[src/rtl/zxuno_regport_if.sv]
// ----------------------------------------------------------------------------
// zxuno_regport_if
// Bus bundle between the Z80 side and the ZX-UNO register port.
//   a[15:0]          Z80 address bus
//   iorq_n           Z80 IORQ, active-low
//   rd_n             Z80 RD, active-low
//   wr_n             Z80 WR, active-low
//   din[7:0]         Z80 data bus, CPU to peripherals
//   zxuno_addr[7:0]  current register index
//   zxuno_regrd      level: CPU read of the data port in progress
//   zxuno_regwr      level: CPU write of the data port in progress
//   regaddr_changed  one-cycle pulse after each write to the index port
//   dout[7:0]        readback data for the index port (FFh when idle)
//   oe_n             active-low enable for dout
// Modports: master = CPU/bus side, slave = register port.
// ----------------------------------------------------------------------------
interface zxuno_regport_if;
    logic [15:0] a;
    logic        iorq_n;
    logic        rd_n;
    logic        wr_n;
    logic [7:0]  din;
    logic [7:0]  zxuno_addr;
    logic        zxuno_regrd;
    logic        zxuno_regwr;
    logic        regaddr_changed;
    logic [7:0]  dout;
    logic        oe_n;

    modport master (
        output a, iorq_n, rd_n, wr_n, din,
        input  zxuno_addr, zxuno_regrd, zxuno_regwr, regaddr_changed, dout, oe_n
    );

    modport slave (
        input  a, iorq_n, rd_n, wr_n, din,
        output zxuno_addr, zxuno_regrd, zxuno_regwr, regaddr_changed, dout, oe_n
    );
endinterface

[src/rtl/zxuno_regport.sv]
// ----------------------------------------------------------------------------
// zxuno_regport
// Front end of every ZX-UNO internal register peripheral. Decodes Z80 I/O
// cycles on the index port (ADDR_PORT) and the data port (DATA_PORT), holds
// the 8-bit register index, provides read/write level qualifiers for the
// data port and a one-cycle pulse whenever the index port is written.
//
// Ports:
//   clk   system clock (Z80 bus is synchronous to it)
//   rst   asynchronous reset, active-high
//   bus   zxuno_regport_if.slave (see interface file for signal list)
//
// Optional feature macro: ZXUNO_ADDR_READBACK_EN
//   defined   -> reads of ADDR_PORT return the current index on dout, oe_n=0
//   undefined -> oe_n tied to 1, dout tied to FFh
// ----------------------------------------------------------------------------
module zxuno_regport #(
    parameter logic [15:0] ADDR_PORT  = 16'hFC3B,
    parameter logic [15:0] DATA_PORT  = 16'hFD3B,
    parameter logic [7:0]  RESET_ADDR = 8'h00
) (
    input logic                   clk,
    input logic                   rst,
    zxuno_regport_if.slave        bus
);

    logic       w_aw;
    logic       w_dw;
    logic       w_dr;
    logic       w_capture;
    logic       r_aw_q;
    logic [7:0] r_addr;
    logic       r_changed;

    // Full 16-bit decode. A cycle with both RD and WR low counts as a write.
    assign w_aw = !bus.iorq_n && !bus.wr_n && (bus.a == ADDR_PORT);
    assign w_dw = !bus.iorq_n && !bus.wr_n && (bus.a == DATA_PORT);
    assign w_dr = !bus.iorq_n && !bus.rd_n && bus.wr_n && (bus.a == DATA_PORT);

    // Rising edge of the index-port write: one capture per bus write,
    // no matter how long the CPU holds the cycle.
    assign w_capture = w_aw && !r_aw_q;

    // r_aw_q resets to 1 so a write already active when reset releases
    // is ignored; the bus must first go idle.
    always_ff @(posedge clk or posedge rst) begin
        if (rst) begin
            r_aw_q    <= 1'b1;
            r_addr    <= RESET_ADDR;
            r_changed <= 1'b0;
        end else begin
            r_aw_q    <= w_aw;
            r_changed <= w_capture;
            if (w_capture) begin
                r_addr <= bus.din;
            end
        end
    end

    assign bus.zxuno_addr      = r_addr;
    assign bus.regaddr_changed = r_changed;
    assign bus.zxuno_regrd     = w_dr;
    assign bus.zxuno_regwr     = w_dw;

`ifdef ZXUNO_ADDR_READBACK_EN
    logic w_ar;

    assign w_ar     = !bus.iorq_n && !bus.rd_n && bus.wr_n && (bus.a == ADDR_PORT);
    assign bus.oe_n = !w_ar;
    assign bus.dout = w_ar ? r_addr : 8'hFF;
`else
    assign bus.oe_n = 1'b1;
    assign bus.dout = 8'hFF;
`endif

endmodule

[src/flat_wrapper.sv]
// flat-port wrapper written by rule: the top's interface ports become plain ports
module zxuno_regport_flat 
#(
    parameter logic [15:0] ADDR_PORT  = 16'hFC3B,
    parameter logic [15:0] DATA_PORT  = 16'hFD3B,
    parameter logic [7:0]  RESET_ADDR = 8'h00
)
  (clk, rst, bus_a, bus_iorq_n, bus_rd_n, bus_wr_n, bus_din, bus_zxuno_addr, bus_zxuno_regrd, bus_zxuno_regwr, bus_regaddr_changed, bus_dout, bus_oe_n);
  zxuno_regport_if bus_i ();
  input logic clk;
  input logic rst;
  input wire logic [$bits(bus_i.a)-1:0] bus_a;
  input wire logic [$bits(bus_i.iorq_n)-1:0] bus_iorq_n;
  input wire logic [$bits(bus_i.rd_n)-1:0] bus_rd_n;
  input wire logic [$bits(bus_i.wr_n)-1:0] bus_wr_n;
  input wire logic [$bits(bus_i.din)-1:0] bus_din;
  output wire logic [$bits(bus_i.zxuno_addr)-1:0] bus_zxuno_addr;
  output wire logic [$bits(bus_i.zxuno_regrd)-1:0] bus_zxuno_regrd;
  output wire logic [$bits(bus_i.zxuno_regwr)-1:0] bus_zxuno_regwr;
  output wire logic [$bits(bus_i.regaddr_changed)-1:0] bus_regaddr_changed;
  output wire logic [$bits(bus_i.dout)-1:0] bus_dout;
  output wire logic [$bits(bus_i.oe_n)-1:0] bus_oe_n;
  assign bus_i.a = bus_a;
  assign bus_i.iorq_n = bus_iorq_n;
  assign bus_i.rd_n = bus_rd_n;
  assign bus_i.wr_n = bus_wr_n;
  assign bus_i.din = bus_din;
  assign bus_zxuno_addr = bus_i.zxuno_addr;
  assign bus_zxuno_regrd = bus_i.zxuno_regrd;
  assign bus_zxuno_regwr = bus_i.zxuno_regwr;
  assign bus_regaddr_changed = bus_i.regaddr_changed;
  assign bus_dout = bus_i.dout;
  assign bus_oe_n = bus_i.oe_n;
  zxuno_regport #(.ADDR_PORT(ADDR_PORT), .DATA_PORT(DATA_PORT), .RESET_ADDR(RESET_ADDR)) u_core (.clk(clk), .rst(rst), .bus(bus_i));
endmodule
[config.mk]
export PLATFORM = sky130hd
export DESIGN_NAME = zxuno_regport_flat
export DESIGN_NICKNAME = d
export VERILOG_FILES = /design/src/rtl/zxuno_regport_if.sv /design/src/rtl/zxuno_regport.sv /design/src/flat_wrapper.sv
export SDC_FILE = /design/constraint.sdc
export NUM_CORES = 1
export LEC_CHECK = 0
export BUFFER_PORTS_ARGS = -buffer_cell sky130_fd_sc_hd__clkbuf_2
export CORE_ASPECT_RATIO = 1.1
export CORE_MARGIN = 2
export CORE_UTILIZATION = 32
export CTS_CLUSTER_DIAMETER = 100
export CTS_CLUSTER_SIZE = 24
export DETAILED_ROUTE_END_ITERATION = 7
export GPL_ROUTABILITY_DRIVEN = 0
export PLACE_DENSITY = 0.71
export SLEW_MARGIN = 10
export SYNTH_ARGS = -nofsm -noshare
export SYNTH_HDL_FRONTEND = slang
export SYNTH_SLANG_ARGS = --single-unit
export TNS_END_PERCENT = 30
[constraint.sdc]
create_clock -name clk -period 1.3 [get_ports clk]
set_clock_uncertainty 0.15 [all_clocks]
set_input_delay 0.13 -clock clk [delete_from_list [all_inputs] [get_ports clk]]
set_output_delay 0.13 -clock clk [all_outputs]
set_load 0.02 [all_outputs]
; Word-level counts from Yosys, hierarchy flattened
; Cells that the tools add are included.
[classes]
addsub = 0
n_mul = 0
div = 0
n_lt_le_gt_ge = 0
eq_ne = 2
n_shift = 0
mux = 0
bitwise_logic = 0
reduce_logical = 11
[op_table]
columns = op, count
row1 = equality test 16 bit (second input constant), 2
row2 = logical AND 1 bit, 7
row3 = zero test 1 bit, 4
[totals]
reg_bits = 10
latch_bits = 0
ramBits = 0
romBits = 0
inputBits = 29
output_inout_bits = 20
word_cells = 16
mem_count = 0

; Logic depth before layout (Yosys ltp)
[depth]
word_depth = 4
mapped_depth = 4
depth_no_buf = 4

; Worst setup path after synthesis
; Ideal clock, no wire load.
[synth_timing]
path_kind = in2out
from = input bus_iorq_n
to = output bus_zxuno_regrd
t_arrival_ns = 1.293
required_ns = 1.020
path_slack_ns = -0.273
cell_stages = 4
n_path_buf = 0
cell_sequence = nand4bb_1 > nor4_4 > nand2_1 > nor3b_1
[synth_via]
elab_chain_len = 4
[synth_rtl]
columns = item, line
row1 = "start, declared", flat_wrapper.sv:13  ; input wire logic [$bits(bus_i.iorq_n)-1:0] bus_iorq_n;
row2 = zero test 1 bit, zxuno_regport.sv:38  ; assign w_dr = !bus.iorq_n && !bus.rd_n && bus.wr_n && (bus.a == DATA_PORT);
row3 = logical AND 1 bit (3 in a row), zxuno_regport.sv:38
row4 = "end, declared", flat_wrapper.sv:18  ; output wire logic [$bits(bus_i.zxuno_regrd)-1:0] bus_zxuno_regrd;
; No other way between the ends.

; Worst setup path after layout
[layout_timing]
from = input bus_a[7]
to = output bus_zxuno_regrd
[layout_via]
elab_chain_len = 2
[layout_rtl]
columns = item, line
row1 = "start, declared", flat_wrapper.sv:12  ; input wire logic [$bits(bus_i.a)-1:0] bus_a;
row2 = equality test 16 bit, zxuno_regport.sv:38
row3 = logical AND 1 bit, zxuno_regport.sv:38
; No other way between the ends.

==> flow_summary_export.csv <==
group,metric,value,unit
finish,area_growth,81.5,%
die,die_width,42.9,µm
finish,final_common_cell,"clkbuf_2",
pwr,report.power.total,0.648,mW
synth,syn_area,533,µm²
cts,htreeDepth,1,
cts,cts_tree,"done",
critical_path,worst_r2r_path_depth,3,
die,die_area,0.00201,mm²
timing,setup_ws,-0.196,ns
critical_path,crit_required,1.02,ns
grt,grt_pass1_vias,383,
critical_path,rrSetupSlack,-0.03,ns
synth,ys_seq_elements,10,
drt,drt-vias-per-instance,4.17,
finish,finish.utilization,0.621,
cts,cts_root_buf,"clkbuf_4",
placement,pre_cts_slack,-0.288,ns
cts,clockBufferDepth,2,
critical_path,r2r_end,"u_core.bus.zxuno_addr[2]",
drt,vias,484,
pwr,leakagePower,0.552,nW
timing,fin_crit,1.50,ns
timing,final_hold_viol_count,0,
job,drv_cap,0,
critical_path,slowest_delay,0.32,ns
placement,dpl.cell_count,98,
grt,grt_max_degree,11,
pwr,p_int,0.494,mW
finish,finalNetCount,129,
worst_hold_path,worstHoldEndpoint,"u_core.bus.regaddr_changed",
drt,drt-total-wl,1180,µm
drt,drc_errors,0,
drt,routedWlPerCell,10.1,µm
finish,layout_common_cells,"clkbuf_2 (37), dlygate4sd3_1 (11), conb_1 (9), dfrtp_1 (9), mux2_2 (7)",
timing,rsz0062_at_grt,"true",
grt,antenna_found_initial,0,
synth,synth_cell_types,15,
cts,cts.sinks,10,
drt,detail_route.iter0.violations,3,
pwr,p_switching,0.154,mW
run_status,status,"complete, but fails checks",
placement,port_buffers,39,
worst_hold_path,hp-start,"bus_wr_n",
timing,final-setup-viol-count,10,
finish,antennaDiodeCount,0,
critical_path,slowest_stage,"nor4_4",
timing,final_max_slew_viol_count,0,
cts,path_clk_slew,0.06,ns
critical_path,crit_arrival,1.22,ns
finish,final_cell_count_no_fill,116,
die,num_rows,15,
cts,numCtsBuffers,3,
timing,fmax,0.668,GHz
pwr,pwr-share-seq,0.480,
synth,synth_top_area_cell,"dfrtp_1",
grt,grt_usage,0.107,
pwr,swShare,0.238,
worst_hold_path,hold_depth,5,
synth,ys.warnings.count,0,
critical_path,end_kind,"output pin",
grt,grt_pass1_wl,1610,µm
finish,drive_gt1_frac,0.646,
worst_hold_path,hold_path.class,"primary input to register",
synth,synth_cells,41,
pwr,ir_drop,0.523,mV
placement,hpwl,904,µm
grt,grt_overflow,0,
run_status,violations,"setup timing",
pwr,p_per_area,670,mW/mm²
timing,period_share,1.15,
die,initial_core_util,0.342,
die,placeableCoreArea,0.00156,mm²
pwr,clkPwrFrac,0.328,
synth,synth_top_cells_by_area,"dfrtp_1 (42%), mux2_2 (17%), buf_4 (13%)",
synth,seq_area_frac_synth,0.472,
drt,firstDrtPassIters,2,
drt,ant_nets,0,
die,io_pins,49,
critical_path,r2r_start,"u_core.r_aw_q",
critical_path,startpoint_type,"primary input",
critical_path,crit_type,"primary input to output pin",
die,die_y,46.8,µm
critical_path,crit_chain,"clkbuf_2, nand4bb_4, nor4_4, nand2_2, nor3b_4, clkbuf_8",
critical_path,path_max_fanout,2,
cts,insertion_delay,0.25,ns
synth,synth_top_cell_area_share,0.423,
synth,syn_avg_cell_area,13.0,µm²
pwr,p_comb_frac,0.191,
## kinds of logic after synthesis
logic type	count (synthesis)	synth area share
mux	8	0.169
other cells	1	0.00704
flops	10	0.472
simple gates	11	0.211
buf+inv	11	0.141
## area by class of cell
| class | instances | area (µm²) |
|---|---|---|
| Clock buffer | 4 | 26.3 |
| Timing Repair Buffer | 54 | 357 |
| Fill cell | 125 | 591 |
| Sequential cell | 10 | 251 |
| Inverter | 2 | 7.51 |
| Multi-Input combinational cell | 29 | 304 |
| Tap cell | 17 | 21.3 |
## flip-flops by register name, summed over array words and instances, names as in the netlist
signal	count
u_core.bus.regaddr_changed	1
u_core.bus.zxuno_addr	8
u_core.r_aw_q	1
## per-layer routing
| layer | part of all wire | global-route usage | wire length, µm |
|---|---|---|---|
| met5 | 0 | 0 | 0 |
| met4 | 0 | 0.0188 | 0 |
| met3 | 0.076 | 0.0308 | 89 |
| met2 | 0.52 | 0.179 | 613 |
| met1 | 0.40 | 0.143 | 474 |
## cells in the mapped netlist, drive strengths merged
cell type,count
buf,9
dfrtp,9
mux2,8
inv,2
nand2,2
nand4bb,2
nor3b,2
conb,1
dfstp,1
nand4,1
nand4b,1
nor2,1
nor3,1
nor4,1
## how the worst max path moves through the flow
| stage | cells past startpoint | from | endpoint | slack [ns] |
|---|---|---|---|---|
| 2_1_floorplan | 4 | bus_a[6] | bus_zxuno_regrd | -0.07 |
| 6_report | 6 | bus_a[7] | bus_zxuno_regrd | -0.20 |
| 3_3_place_gp | 6 | bus_a[6] | bus_zxuno_regrd | -0.24 |
| 3_5_place_dp | 6 | bus_a[15] | bus_zxuno_regrd | -0.29 |
| 4_1_cts | 6 | bus_a[7] | bus_zxuno_regrd | -0.22 |
| 5_1_grt | 6 | bus_a[7] | bus_zxuno_regrd | -0.25 |
## through the flow
stage | hold slack [ns] | area, µm² | TNS [ns]
after floorplan | -0.181 | 596 | -0.354
after global placement | -0.0513 | 759 | -1.92
after detailed placement | -0.0417 | 759 | -2.34
after CTS | 0.171 | 935 | -0.414
after global routing | 0.192 | 967 | -1.34
final | 0.166 | 967 | -0.937
## power by group through the flow
stage / Clock [mW] / Sequential [mW] / Combinational [mW]
finish: 0.213 / 0.311 / 0.124
global route: 0.233 / 0.311 / 0.133
CTS: 0.222 / 0.311 / 0.121
detailed placement: 0 / 0.317 / 0.0933
global placement: 0 / 0.317 / 0.0908
floorplan: 0 / 0.317 / 0.0621
## critical path, delay by kind of cell
family | cells | cell delay, ns
buffers and inverters | 2 | 0.25
AND/OR/NAND/NOR | 4 | 0.84
## repair_timing
action	in CTS	in global routing
endpoints found under the setup margin	10	10
gates cloned	0	1
setup buffers	1	1
endpoints found under the hold margin	19	0
pin swaps	4	1
resized for setup	6	3
hold buffers	11	0
Power figures use the tool's default switching activity.
